## src/rtl/fp32_pkg.sv

```systemverilog
// rtl/fp32_pkg.sv - binary32 field widths, word layout and NaN helpers
package fp32_pkg;

    localparam int EXP_W = 8;
    localparam int MAN_W = 23;
    localparam int FP_W  = 1 + EXP_W + MAN_W;

    localparam logic [FP_W-1:0] FP32_QNAN = 32'h7FC0_0000;

    typedef struct packed {
        logic             sign;
        logic [EXP_W-1:0] exp;
        logic [MAN_W-1:0] man;
    } fp32_t;

    function automatic logic is_nan(input fp32_t f);
        return (&f.exp) && (|f.man);
    endfunction

endpackage

```

## src/rtl/fp32_max_reg_if.sv

```systemverilog
// rtl/fp32_max_reg_if.sv - operand/result bundle for the registered fp max
interface fp32_max_reg_if
    import fp32_pkg::*;
#(
    parameter int W = FP_W
);
    logic         in_valid;
    logic [W-1:0] inputA;
    logic [W-1:0] inputB;
    logic         out_valid;
    logic [W-1:0] out;
    logic         sel_b;
    logic         nan_out;

    modport master (
        output in_valid, inputA, inputB,
        input  out_valid, out, sel_b, nan_out
    );

    modport slave (
        input  in_valid, inputA, inputB,
        output out_valid, out, sel_b, nan_out
    );
endinterface

```

## src/rtl/fp32_gt_cmp.sv

```systemverilog
// rtl/fp32_gt_cmp.sv - sign-magnitude strict greater-than with NaN flags
module fp32_gt_cmp
    import fp32_pkg::*;
#(
    parameter int EXP_W_P = EXP_W,
    parameter int MAN_W_P = MAN_W,
    parameter int W       = 1 + EXP_W_P + MAN_W_P
) (
    input  logic [W-1:0] a,
    input  logic [W-1:0] b,
    output logic         a_gt_b,
    output logic         a_nan,
    output logic         b_nan
);
    logic                       sign_a, sign_b;
    logic [EXP_W_P+MAN_W_P-1:0] mag_a, mag_b;

    assign sign_a = a[W-1];
    assign sign_b = b[W-1];
    assign mag_a  = a[W-2:0];
    assign mag_b  = b[W-2:0];

    assign a_nan = (&a[W-2 -: EXP_W_P]) && (|a[MAN_W_P-1:0]);
    assign b_nan = (&b[W-2 -: EXP_W_P]) && (|b[MAN_W_P-1:0]);

    // Mixed signs: the positive word wins, which also ranks +0 above -0.
    always_comb begin
        a_gt_b = 1'b0;
        if (sign_a != sign_b)
            a_gt_b = ~sign_a;
        else if (!sign_a)
            a_gt_b = (mag_a > mag_b);
        else
            a_gt_b = (mag_a < mag_b);
    end
endmodule

```

## src/rtl/fp32_max_reg.sv

```systemverilog
// rtl/fp32_max_reg.sv - registered maximumNumber of two binary32 operands
module fp32_max_reg
    import fp32_pkg::*;
#(
    parameter int EXP_W = fp32_pkg::EXP_W,
    parameter int MAN_W = fp32_pkg::MAN_W
) (
    input  logic           clk,
    input  logic           rst_n,
    fp32_max_reg_if.slave  bus
);
    localparam int W = 1 + EXP_W + MAN_W;
    localparam logic [W-1:0] QNAN = {1'b0, {EXP_W{1'b1}}, 1'b1, {(MAN_W-1){1'b0}}};

    logic         a_gt_b, a_nan, b_nan;
    logic [W-1:0] res;
    logic         res_sel_b, res_nan;

    logic [W-1:0] out_d, out_q;
    logic         out_valid_d, out_valid_q;
    logic         sel_b_d, sel_b_q;
    logic         nan_out_d, nan_out_q;

    fp32_gt_cmp #(
        .EXP_W_P (EXP_W),
        .MAN_W_P (MAN_W)
    ) u_cmp (
        .a      (bus.inputA),
        .b      (bus.inputB),
        .a_gt_b (a_gt_b),
        .a_nan  (a_nan),
        .b_nan  (b_nan)
    );

    // A single NaN yields the other operand; only a double NaN produces the canonical qNaN.
    always_comb begin
        res       = bus.inputA;
        res_sel_b = 1'b0;
        res_nan   = 1'b0;
        if (a_nan && b_nan) begin
            res       = QNAN;
            res_sel_b = 1'b1;
            res_nan   = 1'b1;
        end else if (a_nan) begin
            res       = bus.inputB;
            res_sel_b = 1'b1;
        end else if (b_nan || a_gt_b || (bus.inputA == bus.inputB)) begin
            res       = bus.inputA;
            res_sel_b = 1'b0;
        end else begin
            res       = bus.inputB;
            res_sel_b = 1'b1;
        end
    end

    always_comb begin
        out_valid_d = bus.in_valid;
        out_d       = out_q;
        sel_b_d     = sel_b_q;
        nan_out_d   = nan_out_q;
        if (bus.in_valid) begin
            out_d     = res;
            sel_b_d   = res_sel_b;
            nan_out_d = res_nan;
        end
    end

    always_ff @(posedge clk or negedge rst_n) begin
        if (!rst_n) begin
            out_q       <= '0;
            out_valid_q <= 1'b0;
            sel_b_q     <= 1'b0;
            nan_out_q   <= 1'b0;
        end else begin
            out_q       <= out_d;
            out_valid_q <= out_valid_d;
            sel_b_q     <= sel_b_d;
            nan_out_q   <= nan_out_d;
        end
    end

    assign bus.out       = out_q;
    assign bus.out_valid = out_valid_q;
    assign bus.sel_b     = sel_b_q;
    assign bus.nan_out   = nan_out_q;
endmodule

```

## src/flat_wrapper.sv

```systemverilog
// flat-port wrapper written by rule: the top's interface ports become plain ports
module fp32_max_reg_flat import fp32_pkg::*;
#(
    parameter int EXP_W = fp32_pkg::EXP_W,
    parameter int MAN_W = fp32_pkg::MAN_W
)
  (clk, rst_n, bus_in_valid, bus_inputA, bus_inputB, bus_out_valid, bus_out, bus_sel_b, bus_nan_out);
  fp32_max_reg_if #(.W(32)) bus_i ();
  input  logic clk;
  input  logic rst_n;
  input wire logic [$bits(bus_i.in_valid)-1:0] bus_in_valid;
  input wire logic [$bits(bus_i.inputA)-1:0] bus_inputA;
  input wire logic [$bits(bus_i.inputB)-1:0] bus_inputB;
  output wire logic [$bits(bus_i.out_valid)-1:0] bus_out_valid;
  output wire logic [$bits(bus_i.out)-1:0] bus_out;
  output wire logic [$bits(bus_i.sel_b)-1:0] bus_sel_b;
  output wire logic [$bits(bus_i.nan_out)-1:0] bus_nan_out;
  assign bus_i.in_valid = bus_in_valid;
  assign bus_i.inputA = bus_inputA;
  assign bus_i.inputB = bus_inputB;
  assign bus_out_valid = bus_i.out_valid;
  assign bus_out = bus_i.out;
  assign bus_sel_b = bus_i.sel_b;
  assign bus_nan_out = bus_i.nan_out;
  fp32_max_reg #(.EXP_W(EXP_W), .MAN_W(MAN_W)) u_core (.clk(clk), .rst_n(rst_n), .bus(bus_i));
endmodule
```

## config.mk

```make
export PLATFORM = sky130hd
export DESIGN_NAME = fp32_max_reg_flat
export DESIGN_NICKNAME = d
export VERILOG_FILES = /design/src/rtl/fp32_pkg.sv /design/src/rtl/fp32_max_reg_if.sv /design/src/rtl/fp32_gt_cmp.sv /design/src/rtl/fp32_max_reg.sv /design/src/flat_wrapper.sv
export SDC_FILE = /design/constraint.sdc
export NUM_CORES = 1
export LEC_CHECK = 0
export CORE_ASPECT_RATIO = 2
export CORE_MARGIN = 4
export CORE_UTILIZATION = 41
export DETAILED_ROUTE_END_ITERATION = 12
export PLACE_DENSITY = 0.71
export RECOVER_POWER = 25
export SLEW_MARGIN = 5
export SYNTH_ARGS = -nofsm -noshare
export SYNTH_HDL_FRONTEND = slang
export SYNTH_HIERARCHICAL = 1
export SYNTH_SLANG_ARGS = --single-unit
```

## constraint.sdc

```tcl
create_clock -name clk -period 0.9 [get_ports clk]
set_clock_uncertainty 0.15 [all_clocks]
set_input_delay 0.18 -clock clk [delete_from_list [all_inputs] [get_ports clk]]
set_output_delay 0.18 -clock clk [all_outputs]
set_load 0.005 [all_outputs]
```

# Yosys cells after proc, flatten, opt, wreduce, memory -nomap -nowiden
# Index checks and enable logic that the tools add are counted.
# W data, S select, Z words.
# classes
order_cmp,2
n_eq_ne,2
muxes,9
bitwise_logic,1
n_reduce_logical,9
# op_table
op,n
$mux W32,3
$reduce_or A23 Y1,2
$eq A32 B32 Y1,1
$gt A31 B31 Y1,1
$lt A31 B31 Y1,1
$reduce_and A8 Y1,2
$mux W1,6
$logic_and A1 B1 Y1,3
$logic_or A1 B1 Y1,2
$ne A1 B1 Y1,1
$not A1 Y1,1
# word_totals
reg_bits,35
inputBits,67
output_inout_bits,35
word_cells,27

# Longest topological paths before layout
# logic_depth
word_depth,8
mapped_depth,13
depth_no_buf,12

# Cells and area by module
# The synthesis kept the hierarchy.
# by_module_without_submodules
module,n_inst,cells_per_inst,area_per_inst_um2,seq_area_each_um2
fp32_max_reg,1,195,1893.1,875.8
fp32_gt_cmp,1,135,959.7,0.0

# Worst setup path after synthesis
# OpenSTA, ideal clock, no wires.
# synth_path
kind,input to register
startpoint,input port bus_inputB[8]
endpoint,"register u_core.out_q[11], in the netlist u_core/bus.out[11]"
setup_time_ns,0.133
arrival_time_ns,2.234
required_time_ns,0.617
setup_slack_ns,-1.618
cell_stages,12
path_buffers,1
cell_sequence,inv_1 > ha_1 > a21o_1 > a221o_1 > a221oi_1 > a21oi_1 > o22ai_1 > nand2b_1 > nor2b_4 > buf_2 > a22oi_1 > o21ai_1
# synth_between
elab_chain_len,8
word_cells_on_any_way,13
classes_between,2 x order compare; 1 x eq/ne; 5 x mux; 5 x reduce/logical
# synth_lines
element,line_no,source
start: declaration,flat_wrapper.sv:13,input wire logic [$bits(bus_i.inputB)-1:0] bus_inputB;
$gt A31 B31 Y1 / $lt A31 B31 Y1 (equally long branches),"fp32_gt_cmp.sv:32, fp32_gt_cmp.sv:34",
$mux W1 *,fp32_gt_cmp.sv:31,else if (!sign_a)
$mux W1 *,fp32_gt_cmp.sv:29,if (sign_a != sign_b)
net u_core.a_gt_b,fp32_max_reg.sv:15,"logic a_gt_b, a_nan, b_nan;"
$logic_or A1 B1 Y1 * (2 in a row),fp32_max_reg.sv:47,end else if (b_nan || a_gt_b || (bus.inputA == bus.inputB)) begin
$mux W32 *,fp32_max_reg.sv:47,
$mux W32 *,fp32_max_reg.sv:44,end else if (a_nan) begin
$mux W32 *,fp32_max_reg.sv:40,if (a_nan && b_nan) begin
end signal: assignment,fp32_max_reg.sv:75,out_q <= out_d;
end: declaration,fp32_max_reg.sv:19,"logic [W-1:0] out_d, out_q;"
# The timed path passes the listed nets; every way through them passes the cells marked *.
# A chain may end at the register's enable or synchronous reset.

# Worst setup path in the final report
# layout_path
startpoint,input port bus_inputB[29]
endpoint,"register u_core.out_q[1], in the netlist u_core/bus.out[1]"
# The elaborated chain is that of the path after synthesis.

==> results by group <==
Worst hold path
  • Hold Path Sink: u_core/bus.out[27]
  • Hold depth: 4
  • Hold Path Class: input port to register
  • Hold path start: bus_inputB[27]

Timing
  • RSZ-0062 raised after global routing: true
  • Final hold vios: 0
  • Actual slew at the worst max-slew pin: 0.492 ns
  • FMAX: 380 MHz
  • Fin. max-slew vios: 0
  • Final WS setup: -1.73 ns
  • Final period util: 292%
  • Slew margin rel.: 67.1%
  • Final Critical Period: 2.63 ns
  • Setup violators final: 69

Worst setup path
  • R2R setup slack: -0.09 ns
  • Highest net fanout along the worst path: 8
  • R2R Path Start: u_core/bus.out[23]
  • Setup Crit Path Kind: input port to register
  • Arrival @ worst endpoint: 2.63 ns
  • Reg2reg end: u_core/bus.out[23]
  • Reg2Reg Depth: 4
  • Startpoint class of the critical path: input port
  • Critical path endpoint category: register
  • Worst Path Required: 0.90 ns

GRT
  • Antenna violations before repair: 0
  • Vias in the first global route: 3770
  • Global route hottest layer: met2
  • First-pass GRT wire length: 18700 µm
  • Global-route track usage on met3: 3.30%
  • Overflow after GRT: 0
  • Met2 usage: 57.4%
  • Met1 Use GR: 28.4%
  • Largest net degree at the start of global routing: 37
  • Gr usage total: 29.8%

Final layout
  • Layout cells sized above 1: 58.5%
  • ANT cells: 0
  • Post-route insts no fill: 645
  • Nets: 654
  • Filler instances: 360
  • Synth-to-Final Area Change: 98.9%
  • Commonest non-fill, non-tap cell in the layout: buf_4
  • Post-route cell area: 5680 µm²
  • Most frequent cells in the layout: 90 x buf_4, 47 x buf_2, 45 x buf_6

Placement
  • Gpl congestion: 0.950
  • Placed Area: 4710 µm²
  • Placed Cells: 593
  • DP HPWL: 8920 µm
  • Port Buf Inserts: 101

CTS
  • Hold buffers post-CTS: 0
  • Clock buffer depth: 2
  • Clk sinks: 35
  • H-tree lvl count: 2
  • Clk slew on worst S/H paths: 0.05 ns
  • TritonCTS Buffers: 5
  • CTS tree: done
  • CTS Root Buffer Type: clkbuf_16
  • Clk_lat worst skew: 0.28 ns

Synthesis
  • FF+latch count, synth: 35
  • Synth async-reset ratio: 100%
  • EDFF count, synth: 0
  • Synthesized area per cell: 8.64 µm²
  • Commonest register cell after synthesis: dfrtp_1
  • Top post-synthesis cells by area: dfrtp_1 31%, ha_1 14%, xor2_1 9.8%, inv_1 7.2%, a22oi_1 5.8%
  • Sequential area share after synthesis: 30.7%
  • Yosys top cell area share: 30.7%
  • Mapped Area: 2850 µm²
  • YS warnings: 6
  • Dominant cell type by area after synthesis: dfrtp_1
  • Syn Inst Count: 330
  • Distinct cells, synth: 40
  • Synthesized Nets: 428

Power and ir drop
  • Leak pwr: 0.00258 µW
  • Flop pwr share: 28.9%
  • Int Power: 4420 µW
  • Tot Pwr: 6750 µW
  • Psw: 2330 µW
  • Logic pwr share: 46.1%
  • Max VDD drop: 1.06 mV
  • Net Sw Frac: 34.6%
  • Pwr/cell area: 1190 nW/µm²
  • Clock power share: 25.0%

Floorplanning
  • Die width: 67.0 µm
  • Row cnt: 42
  • Die area: 8440 µm²
  • Core area: 6670 µm²
  • Top Ports: 102
  • Die H: 126 µm
  • Initial Util: 42.7%

Route
  • Total wire length: 14500 µm
  • Iter 0 DRT Violations: 232
  • Final antenna-violating net count: 0
  • DRC viols: 0
  • Pre-antenna DRT Iters: 4
  • Via/cell ratio: 5.81
  • Routed length per instance: 22.5 µm
  • DR vias: 3747

Status
  • Status: complete, but fails checks
  • Failing checks: negative setup slack

Job
  • # Max-Cap Violations: 0
[power groups by stage]
stage,Sequential [µW],Combinational (µW),Clock (µW)
after CTS,1950,2490,1690
after detailed placement,1990,2390,0
after floorplan,1980,867,0
after global routing,1970,3290,1770
after global placement,1980,2350,0
final,1950,3110,1690
[how the worst max path moves through the flow]
stage | from | to | slack [ns]
after floorplan | bus_inputB[14] | u_core/bus.out[11] | -1.47
after global placement | bus_inputB[14] | u_core/bus.out[31] | -2.34
after detailed placement | bus_inputB[14] | u_core/bus.out[12] | -2.44
after CTS | bus_inputB[14] | u_core/bus.out[24] | -1.56
after global routing | bus_inputB[26] | u_core/bus.out[1] | -1.82
final | bus_inputB[29] | u_core/bus.out[1] | -1.73
[per-layer routing]
layer  share of wire [%]  up-vias
li1                    -     1628
met1                  31     1808
met2                  54      219
met3                 5.6       92
met4                 8.9        0
met5                   0        -
[timing repair]
action	in CTS	in global routing
gates cloned	1	2
setup endpoints to repair	70	69
buffers inserted	15	26
resized for setup	370	111
pin swaps	58	41
[critical path: stages]
cell and delay (ns):
buf_8 0.08, inv_4 0.03, ha_4 0.27, nand4_1 0.12, buf_4 0.18, nor4_4 0.39
nand2_2 0.14, a21oi_4 0.20, a21oi_4 0.09, o22ai_4 0.23, nand2b_4 0.12, nor2b_4 0.16
buf_8 0.15, a22oi_1 0.18, o21ai_1 0.11
[registers in the layout, summed over array words and instances (netlist names)]
register	count
u_core/bus.out	32
u_core/bus.nan_out	1
u_core/bus.out_valid	1
u_core/bus.sel_b	1
[stage by stage]
step	worst slack (ns)	setup TNS, ns	util [%]	hold WS (ns)
detailed placement	-2.44	-89.39	70.5	0.340
global placement	-2.34	-86.77	70.5	0.329
floorplan	-1.47	-46.77	-	-0.266
finish	-1.73	-62.06	85.0	0.110
CTS	-1.56	-57.05	76.4	0.122
global route	-1.82	-65.28	85.0	0.120
[logic make-up (layout without fill, tap and decap cells)]
family | Yosys count | in the layout | share of synthesized area [%]
DFF | 35 | 35 | 30.7
buffers and inverters | 64 | 288 | 9.34
xor gates and xnor gates | 32 | 32 | 9.82
and+or+nand+nor | 83 | 84 | 16.6
adders and majority gates | 31 | 31 | 13.6
AOI/OAI and AO/OA | 85 | 87 | 20.0
[Yosys cell counts, types with 10 or more instances]
cell     count
o22ai_1     10
ha_1        31
inv_1       55
nand4_1     11
nand2_1     10
a22oi_1     22
o21ai_1     22
xor2_1      32
nor2_1      24
nor4_1      19
a21oi_1     12
dfrtp_1     35
[layout make-up]
cell class	count	area, µm²	area share [%]
clock inverters	1	5.00	0.0882
multi-input cells	234	2530	44.6
well taps	88	110	1.94
clock buffers	7	133	2.34
flip-flops and latches	35	876	15.4
inverters	55	221	3.90
repair buffers	225	1800	31.7
Power figures use the tool's default switching activity.
